==> src/rtl/ifmap_load_ctrl.sv <==
// Sequencer feeding the ifmap slicing FIFO from DRAM and draining it into the row RF.
// Keeps one DRAM read in flight at most; abort drains that read before clearing the FIFO.
module ifmap_load_ctrl #(
  parameter int READS_PER_FRAME = 122,
  parameter int ADDR_W          = 16
) (
  input  logic              clk,
  input  logic              rst,
  input  logic              start,
  input  logic              abort,
  input  logic [2:0]        mode,
  input  logic [ADDR_W-1:0] base_addr,
  input  logic [10:0]       num_words,
  output logic              dram_req,
  output logic [ADDR_W-1:0] dram_addr,
  input  logic              dram_gnt,
  input  logic              dram_rvalid,
  output logic [2:0]        fifo_mode,
  output logic              fifo_clear,
  output logic              fifo_en,
  output logic              fifo_need_read,
  input  logic              fifo_can_write,
  input  logic              fifo_can_read,
  input  logic [4:0]        fifo_read_count,
  input  logic              rf_ready,
  output logic              rf_we,
  output logic              row_done,
  output logic              busy,
  output logic              done,
  output logic              err
);

  localparam int RW = $clog2(READS_PER_FRAME + 1);
  localparam logic [RW-1:0] RPF = RW'(READS_PER_FRAME);

  typedef enum logic [1:0] {IDLE, RUN, FLUSH, DONE} state_t;

  state_t            state_q, state_d;
  logic [2:0]        mode_q, mode_d;
  logic [ADDR_W-1:0] base_q, base_d;
  logic [10:0]       num_q, num_d;
  logic [10:0]       fetched_q, fetched_d;
  logic [RW-1:0]     reads_q, reads_d;
  logic              outst_q, outst_d;
  logic              req_q, req_d;
  logic              rf_we_q, rf_we_d;
  logic              row_q, row_d;
  logic              row_hit;

  always_ff @(posedge clk or posedge rst) begin
    if (rst) begin
      state_q   <= IDLE;
      mode_q    <= '0;
      base_q    <= '0;
      num_q     <= '0;
      fetched_q <= '0;
      reads_q   <= '0;
      outst_q   <= 1'b0;
      req_q     <= 1'b0;
      rf_we_q   <= 1'b0;
      row_q     <= 1'b0;
    end else begin
      state_q   <= state_d;
      mode_q    <= mode_d;
      base_q    <= base_d;
      num_q     <= num_d;
      fetched_q <= fetched_d;
      reads_q   <= reads_d;
      outst_q   <= outst_d;
      req_q     <= req_d;
      rf_we_q   <= rf_we_d;
      row_q     <= row_d;
    end
  end

  always_comb begin
    state_d   = state_q;
    mode_d    = mode_q;
    base_d    = base_q;
    num_d     = num_q;
    fetched_d = fetched_q;
    reads_d   = reads_q;
    outst_d   = outst_q;
    fifo_clear = 1'b0;
    done       = 1'b0;
    err        = 1'b0;

    busy      = (state_q != IDLE);
    fifo_mode = mode_q;
    rf_we     = rf_we_q;
    row_done  = row_q;
    dram_addr = base_q + ADDR_W'(fetched_q);

    // req_q keeps a not-yet-granted request up even if can_write drops
    dram_req = 1'b0;
    if (state_q == RUN)
      dram_req = req_q
               | (!outst_q && (fetched_q < num_q) && fifo_can_write);
    else if (state_q == FLUSH)
      dram_req = req_q;
    req_d = dram_req && !dram_gnt;

    fifo_en = (state_q == RUN) && dram_rvalid && outst_q;
    fifo_need_read = (state_q == RUN) && fifo_can_read && rf_ready
                   && !fifo_en && (reads_q < RPF);

    row_hit = ((mode_q == 3'd0) && (fifo_read_count == 5'd16))
            || ((mode_q == 3'd1) && (fifo_read_count == 5'd8));
    rf_we_d = fifo_need_read;
    row_d   = fifo_need_read && row_hit;
    if (fifo_need_read)
      reads_d = reads_q + 1'b1;

    if (dram_req && dram_gnt) begin
      outst_d   = 1'b1;
      fetched_d = fetched_q + 1'b1;
    end else if (dram_rvalid && outst_q) begin
      outst_d = 1'b0;
    end

    unique case (state_q)
      IDLE: begin
        if (start) begin
          if (mode > 3'd1) begin
            err = 1'b1;
          end else begin
            mode_d     = mode;
            base_d     = base_addr;
            num_d      = num_words;
            fetched_d  = '0;
            reads_d    = '0;
            outst_d    = 1'b0;
            req_d      = 1'b0;
            fifo_clear = 1'b1;
            state_d    = RUN;
          end
        end
      end
      RUN: begin
        if (abort) begin
          if (outst_q || dram_req) begin
            state_d = FLUSH;
          end else begin
            fifo_clear = 1'b1;
            state_d    = IDLE;
          end
        end else if (rf_we_q && (reads_q == RPF)) begin
          state_d = DONE;
        end
      end
      FLUSH: begin
        if ((outst_q && dram_rvalid) || (!outst_q && !req_q)) begin
          fifo_clear = 1'b1;
          outst_d    = 1'b0;
          req_d      = 1'b0;
          state_d    = IDLE;
        end
      end
      DONE: begin
        done    = 1'b1;
        state_d = IDLE;
      end
      default: state_d = IDLE;
    endcase
  end

endmodule

==> config.mk <==
export PLATFORM = sky130hd
export DESIGN_NAME = ifmap_load_ctrl
export DESIGN_NICKNAME = d
export VERILOG_FILES = /design/src/rtl/ifmap_load_ctrl.sv
export SDC_FILE = /design/constraint.sdc
export NUM_CORES = 1
export LEC_CHECK = 0
export ABC_CLOCK_PERIOD_IN_PS = 7700
export CAP_MARGIN = 20
export CORE_MARGIN = 2
export CORE_UTILIZATION = 54
export CTS_BUF_LIST = sky130_fd_sc_hd__clkbuf_2 sky130_fd_sc_hd__clkbuf_4 sky130_fd_sc_hd__clkbuf_8
export CTS_CLUSTER_DIAMETER = 80
export DETAILED_ROUTE_END_ITERATION = 10
export PLACE_DENSITY = 0.82
export SLEW_MARGIN = 20
export SYNTH_ARGS = -nofsm -noshare
export SYNTH_HDL_FRONTEND = slang
export SYNTH_SLANG_ARGS = --single-unit
==> constraint.sdc <==
create_clock -name clk -period 7.7 [get_ports clk]
set_input_delay 2.31 -clock clk [delete_from_list [all_inputs] [get_ports clk]]
set_output_delay 2.31 -clock clk [all_outputs]
set_load 0.03 [all_outputs]
# [Yosys cells after proc, flatten, opt, wreduce, memory -nomap -nowiden]
# Index checks and enable logic that the tools add are counted.
[totals] register_bits=54 output_inout_bits=28 wordCells=94
[op_classes] add_sub_neg=3 order_cmp=3 eq_ne=11 mux=37 bitwise_logic=2 reduce_logical=28
[op_table] operator="11-bit 2-to-1 mux" n=4
[op_table] operator="7-bit 2-to-1 mux" n=4
[op_table] operator="1-bit 2-to-1 mux" n=19
[op_table] operator="16-bit by 11-bit adder with 16-bit output" n=1
[op_table] operator="1-bit logical AND" n=16
[op_table] operator="2-bit 2-to-1 mux" n=6
[op_table] operator="11-bit by 1-bit adder with 11-bit output (second input constant)" n=1
[op_table] operator="11-bit less-than comparator" n=1
[op_table] operator="2-bit one-hot mux with 4 select lines" n=1
[op_table] operator="7-bit by 1-bit adder with 7-bit output (second input constant)" n=1
[op_table] operator="7-bit equality test (second input constant)" n=1
[op_table] operator="7-bit less-than comparator (second input constant)" n=1
[op_table] operator="5-bit by 4-bit equality test with 1-bit output (second input constant)" n=1
[op_table] operator="5-bit equality test (second input constant)" n=1
[op_table] operator="2-bit equality test (second input constant)" n=2
[op_table] operator="1-bit zero test" n=4
[op_table] operator="2-bit inequality test (second input constant)" n=2
[op_table] operator="1-bit one-hot mux with 2 select lines" n=2
[op_table] operator="4-bit AND reduction" n=1
[op_table] operator="3-bit by 1-bit equality test with 1-bit output (second input constant)" n=1
[op_table] operator="3-bit by 1-bit greater-than comparator with 1-bit output (second input constant)" n=1
[op_table] operator="3-bit zero test" n=1
[op_table] operator="1-bit logical OR" n=3
[op_table] operator="3-bit by 2-bit inequality test with 1-bit output (second input constant)" n=1
[op_table] operator="other kinds (8)" n=8

# [Longest topological paths before layout]
# Gate-level depths: netlist (run 1).
[depth] ltp_word=10 depth_mapped=10 ltp_nobuf=9

# [Worst setup path before layout (run 1)]
# Ideal clock, no wire load.
[synth_path] path_kind="input to output" startpoint="in dram_rvalid" endpoint="out fifo_need_read" t_arrival_ps=3144 t_required_ps=5390 path_slack_ps=2246 path_stages=3 path_buffers=0 cell_sequence="nand2_1 nand3_1 nor3_2"
[synth_via] elab_chain_cells=5
[synth_lines] item="from (decl)" line="17" source="input logic dram_rvalid,"
[synth_lines] item="1-bit logical AND (2 in series)" line="103" source="fifo_en = (state_q == RUN) && dram_rvalid && outst_q;"
[synth_lines] item="1-bit zero test" line="105" source="&& !fifo_en && (reads_q < RPF);"
[synth_lines] item="1-bit logical AND (2 in series)" line="105"
[synth_lines] item="to (decl)" line="21" source="output logic fifo_need_read,"
# No other way between the ends.

# [Final worst setup path (run 1)]
# Ends and elaborated chain as after synthesis.

==> impl_metrics.ini, run 1 <==
[run_status]
outcome = complete, no violations

[route]
wire_per_inst_um = 13.69
drt-total-wl_um = 6957
drcViolationCount = 0
detail_route.iter0.violations = 146
viasPerCell = 5.469
ant_nets = 0
firstDrtPassIters = 4
num_vias = 2778

[power_and_ir_drop]
p_int_mw = 0.5236
power.density_nw_per_um2 = 197.3
combinationalPowerShare_pct = 34.8
max-vdd-ir-drop_uv = 108.6
switching_share_pct = 34.34
p_switching_mw = 0.2738
p_total_mw = 0.7974
leakage_nw = 1.890
clkPwrFrac_pct = 20.6
pwr-share-seq_pct = 44.6

[worst_hold_path]
hold-path-endpoint = row_done
whs_path_depth = 1
hp-class = flip-flop to flip-flop
min_from = fifo_mode[1]

[finish]
final_nets = 504
regArea_sq_um = 1351
antennaDiodeCount = 0
drive_gt1_share_pct = 4.128
nFillCells = 438
utilization_pct = 72.53
syn_to_final_growth_pct = 28.06
final_area_sq_um = 4043
multiInputGateArea_sq_um = 1685

[sta]
min_period_ns = 6.525
rsz0062_at_grt = false
whs_ns = 0.4824
period_share_pct = 84.74
finalHoldViolations = 0
skew_ns = 0.005506
setup_violations = 0
slew_headroom_pct = 40.07
worst_pin_slew_ns = 0.8979
timing.fmax_ghz = 0.1533
fin_setup_tns_ns = 0
final_max_slew_viol_count = 0

[global_route]
grt-ovfl-total = 0
grt_max_degree = 55
grt_usage_pct = 23.57
grt_antenna_before_repair = 0
grt_pass1_vias = 2721
grt_pass1_wl_um = 12020

[clock_network]
htreeDepth = 2
cts_num_sinks = 54
path_clk_slew_ns = 0.09
ctsLongestPathBuffers = 2
clock-root-buffer = clkbuf_8
cts_tree = done
worstSkewPairLatency_ns = 0.30
cts_resized = 0
cts_buffers = 5
hold_buffers = 0
post-cts-setup-buffers = 0

[placement]
placed_cell_area_sq_um = 3946
gp_congestion = 0.8061
post-dp-hpwl_um = 5273
io_buffer_count = 71

[logic_synthesis]
synth_area_leaders = dfrtp_1 43%, nand2_1 10%, ha_1 9.5%, o21ai_0 3.8%, nor2_1 3.6%
synth_top_family_by_area = simple AND/OR/NAND/NOR gates
synth_xor_area_share_pct = 4.439
yosys.area_share.simple_pct = 22.24
muxShareOfSynthArea_pct = 0.9512
synth_adder_area_share_pct = 10.15
synth_cell_types = 43
synth.top_cell.area_share_pct = 42.81
netlist_instances = 364
yosysSeqAreaShare_pct = 42.81
synth_area_per_cell_sq_um = 8.672
synth_largest_area_cell = dfrtp_1
netlist_area_sq_um = 3157
synth_edf_count = 0
yosysWarnings = 0
synth-async-reset-ratio_pct = 100.0
ys_ff_latch = 54
synth_fp_nets = 433
synth_ff_type = dfrtp_1
synth_compound_area_share_pct = 15.22

[floorplan]
num_io_pins = 72
std_cell_rows = 27
core_sq_um = 5574
chipHeight_um = 80.46
dieArea_sq_um = 6474
fp.dieW_um = 80.46
start_util_pct = 56.63

[critical_path]
critPathMaxFanout = 10
path_class = input port to primary output
crit_arrival_ns = 4.22
rr_startpoint = fetched_q[2]
r2r_end = fetched_q[10]
crit_required_ns = 5.39
end_kind = primary output
r2r_cells = 8
r2r_setup_slack_ns = 5.29
cp-start-kind = input port

[job]
maxCapViolCount = 0
==> worst max path at each step <==
stage,from,slack (ns),to,cells after the start
after floorplan,dram_rvalid,2.25,fifo_need_read,3
after global placement,dram_rvalid,1.22,fifo_need_read,5
after detailed placement,dram_rvalid,1.16,fifo_need_read,5
after CTS,dram_rvalid,1.15,fifo_need_read,5
after global routing,dram_rvalid,1.02,fifo_need_read,5
final,dram_rvalid,1.17,fifo_need_read,5
==> cells in the final DEF, fill, tap and decap left out, drive strengths merged, types with 8 or more instances in the layout <==
master	count
dfrtp	54
xnor2	10
nand2	84
o21ai	24
inv	22
clkdlybuf4s50	71
nor2	30
a21oi	15
ha	24
nand3	9
nor3	8
==> flip-flops by register name, summed over array words and instances, names as in the netlist <==
| register | cells |
|---|---|
| base_q | 16 |
| fetched_q | 11 |
| num_q | 11 |
| reads_q | 7 |
| fifo_mode | 3 |
| state_q | 2 |
| outst_q | 1 |
| req_q | 1 |
| rf_we | 1 |
| row_done | 1 |
==> stage by stage <==
step | instances | setup slack (ns)
2_1_floorplan | 364 | 2.246
3_3_place_gp | 500 | 1.221
3_5_place_dp | 500 | 1.160
4_1_cts | 508 | 1.148
5_1_grt | 508 | 1.019
6_report | 508 | 1.175
==> power by group through the flow <==
stage / Clock [mW] / Sequential [mW] / Combinational (mW)
final: 0.164 / 0.356 / 0.278
after global routing: 0.179 / 0.362 / 0.306
after CTS: 0.167 / 0.356 / 0.281
after detailed placement: 0 / 0.362 / 0.279
after global placement: 0 / 0.359 / 0.271
after floorplan: 0 / 0.355 / 0.176
==> cell type report <==
class	instances	area share, %
tap	72	2.228
inverter	23	2.167
clock buffer	7	2.228
clock inverter	1	0.1238
timing repair buffer	74	18.14
sequential	54	33.43
multi-input combinational	277	41.69
==> worst max-delay path: stages <==
cell	delay [ns]
clkdlybuf4s50_1	0.42
nand2_1	0.10
nand3_1	0.10
nor3_2	0.49
clkdlybuf4s50_1	0.78
==> per-layer routing <==
metal	vias up	global-route usage [%]	share of wire, %
li1	1386	-	-
met1	1308	31.20	44
met2	74	39.92	50
met3	10	4.494	4.9
met4	0	5.932	1.0
met5	-	0	0
==> cells by family after synthesis <==
family | Yosys count
XOR/XNOR | 16
multiplexers | 3
AO/OA/AOI/OAI | 74
adder cells (fa/ha/maj) | 25
AND/OR/NAND/NOR | 159
flip-flops | 54
buffers and inverters | 33
==> cells in the mapped netlist (all sizes together) (5+ instances only) <==
| master | number |
|---|---|
| nand2 | 84 |
| dfrtp | 54 |
| nor2 | 30 |
| ha | 24 |
| o21ai | 24 |
| inv | 23 |
| a21oi | 15 |
| xnor2 | 10 |
| nand3 | 9 |
| clkbuf | 8 |
| nor3 | 8 |
| nand4 | 7 |
| o21a | 7 |
| xor2 | 6 |
| o211ai | 5 |
No activity file was read; power rests on OpenSTA's default activity.
==> run 2, diff against run 1 <==
--- a/config.mk
+++ b/config.mk
@@ -5,14 +5,14 @@
 export SDC_FILE = /design/constraint.sdc
 export NUM_CORES = 1
 export LEC_CHECK = 0
-export ABC_CLOCK_PERIOD_IN_PS = 7700
+export ABC_CLOCK_PERIOD_IN_PS = 5350
 export CAP_MARGIN = 20
 export CORE_MARGIN = 2
-export CORE_UTILIZATION = 54
+export CORE_UTILIZATION = 47
 export CTS_BUF_LIST = sky130_fd_sc_hd__clkbuf_2 sky130_fd_sc_hd__clkbuf_4 sky130_fd_sc_hd__clkbuf_8
 export CTS_CLUSTER_DIAMETER = 80
 export DETAILED_ROUTE_END_ITERATION = 10
-export PLACE_DENSITY = 0.82
+export PLACE_DENSITY = 0.76
 export SLEW_MARGIN = 20
 export SYNTH_ARGS = -nofsm -noshare
 export SYNTH_HDL_FRONTEND = slang
==> constraint.sdc (replaced) <==
create_clock -name clk -period 5.35 [get_ports clk]
set_input_delay 1.605 -clock clk [delete_from_list [all_inputs] [get_ports clk]]
set_output_delay 1.605 -clock clk [all_outputs]
set_load 0.03 [all_outputs]
==> impl_metrics.ini, run 2 (synthesis gave the netlist of run 1 again) <==
[run_status]
outcome = complete, no violations

[critical_path]
path_class = flip-flop to primary output
critPathMaxFanout = 7
crit_required_ns = 3.74
r2r_end = fetched_q[10]
r2r_setup_slack_ns = 2.95
rr_startpoint = fetched_q[2]
cp-start-kind = flip-flop
r2r_cells = 8
crit_arrival_ns = 3.29
end_kind = primary output

[floorplan]
dieArea_sq_um = 7388
fp.dieW_um = 85.96
core_sq_um = 6422
num_io_pins = 72
std_cell_rows = 29
chipHeight_um = 85.96
start_util_pct = 49.15

[clock_network]
cts_buffers = 5
clock-root-buffer = clkbuf_8
cts_num_sinks = 54
htreeDepth = 2
cts_resized = 0
path_clk_slew_ns = 0.09
post-cts-setup-buffers = 0
worstSkewPairLatency_ns = 0.31
cts_tree = done
hold_buffers = 0
ctsLongestPathBuffers = 2

[global_route]
grt_usage_pct = 19.98
grt_pass1_wl_um = 11960
grt_max_degree = 55
grt_antenna_before_repair = 0
grt_pass1_vias = 2667
grt-ovfl-total = 0

[finish]
final_nets = 505
utilization_pct = 63.35
syn_to_final_growth_pct = 28.89
layout_commonest_cell = nand2_1
regMostFlops = base_q
final_area_sq_um = 4069
antennaDiodeCount = 0
final_cell_mix = 84 x nand2_1, 70 x clkdlybuf4s50_1, 54 x dfrtp_1
largest_reg_flops = 16
reg.largest.list = base_q x16, fetched_q x11, num_q x11
drive_gt1_share_pct = 4.577

[power_and_ir_drop]
p_total_mw = 1.184
switching_share_pct = 33.88
p_switching_mw = 0.4010
p_int_mw = 0.7825
combinationalPowerShare_pct = 34.1
max-vdd-ir-drop_uv = 124.5
clkPwrFrac_pct = 22.7
pwr-share-seq_pct = 43.2
power.density_nw_per_um2 = 290.9
leakage_nw = 1.904

[route]
drcViolationCount = 0
firstDrtPassIters = 4
ant_nets = 0
num_vias = 2767
detail_route.iter0.violations = 202
wire_per_inst_um = 13.47
drt-total-wl_um = 6922
viasPerCell = 5.383

[sta]
slew_headroom_pct = 56.97
skew_ns = 0.006788
min_period_ns = 4.897
period_share_pct = 91.53
fin_setup_tns_ns = 0
whs_ns = 0.4647
setup_violations = 0
worst_pin_slew_ns = 0.6455
finalHoldViolations = 0
final_max_slew_viol_count = 0
timing.fmax_ghz = 0.2042
rsz0062_at_grt = false

[worst_hold_path]
whs_path_depth = 1
hold-path-endpoint = row_done
hp-class = flip-flop to flip-flop
min_from = fifo_mode[1]

[placement]
io_buffer_count = 71
post-dp-hpwl_um = 5220
gp_congestion = 0.8557
placed_cell_area_sq_um = 3960

[job]
maxCapViolCount = 0
[run 2: cell types whose count changed in the layout (fill, tap and decap cells not counted), sizes merged]
cell | before | now
clkdlybuf4s50 | 71 | 70
inv | 22 | 23
buf | 3 | 5
clkbuf | 7 | 5
bufinv | 0 | 1
[run 2: critical path, cell delays in order, from the launching register on]
cell	delay [ns]
dfrtp_1	0.45
ha_1	0.25
inv_1	0.07
fa_1	0.40
nor2b_1	0.15
o31a_1	0.22
o2111ai_1	0.18
a21boi_1	0.24
o21ai_0	0.15
xnor2_1	0.18
clkdlybuf4s50_1	0.70
[run 2: power by group through the flow]
stage / combinational [mW] / sequential [mW] / clock [mW]
floorplan: 0.254 / 0.511 / 0
global placement: 0.393 / 0.516 / 0
detailed placement: 0.406 / 0.518 / 0
CTS: 0.408 / 0.510 / 0.275
global route: 0.445 / 0.519 / 0.297
finish: 0.404 / 0.511 / 0.269
[run 2: how the worst max path moves through the flow]
stage | startpoint | end | slack, ns | cells after the start
2_1_floorplan | dram_rvalid | fifo_need_read | 1.31 | 3
3_3_place_gp | fifo_can_write | dram_req | 0.59 | 7
3_5_place_dp | fifo_can_write | dram_req | 0.58 | 7
4_1_cts | fetched_q[0] | dram_addr[14] | 0.47 | 10
5_1_grt | fetched_q[0] | dram_addr[14] | 0.24 | 10
6_report | fetched_q[0] | dram_addr[12] | 0.45 | 10
[run 2: per-stage QoR]
| step | cells | setup WS (ns) |
|---|---|---|
| floorplan | 364 | 1.306 |
| global placement | 506 | 0.5850 |
| detailed placement | 506 | 0.5776 |
| CTS | 514 | 0.4704 |
| global route | 514 | 0.2427 |
| finish | 514 | 0.4531 |
[run 2: final cells by class]
cell class | instances | area (sq um)
Fill cell | 534 | 2354
Multi-Input combinational cell | 277 | 1685
Sequential cell | 54 | 1351
Timing Repair Buffer | 75 | 738.2
Tap cell | 77 | 96.34
Inverter | 23 | 88.84
Clock buffer | 5 | 68.82
Clock inverter | 3 | 40.04
[run 2: per-layer routing]
metal  global-route usage (%)  part of all wire (%)  vias to the layer above
met1                    26.53                    47                     1299
met5                        0                     0                        -
met4                    4.906                   1.0                        0
met2                    33.62                    48                       73
met3                    3.946                   4.8                        8
li1                         -                     -                     1387
==> run 3, diff against run 2 <==
--- a/config.mk
+++ b/config.mk
@@ -10,7 +10,7 @@
 export CORE_MARGIN = 2
 export CORE_UTILIZATION = 47
 export CTS_BUF_LIST = sky130_fd_sc_hd__clkbuf_2 sky130_fd_sc_hd__clkbuf_4 sky130_fd_sc_hd__clkbuf_8
-export CTS_CLUSTER_DIAMETER = 80
+export CTS_CLUSTER_DIAMETER = 100
 export DETAILED_ROUTE_END_ITERATION = 10
 export PLACE_DENSITY = 0.76
 export SLEW_MARGIN = 20
==> results of run 3 <==
Final layout, timing and power as in run 2 (identical DEF).
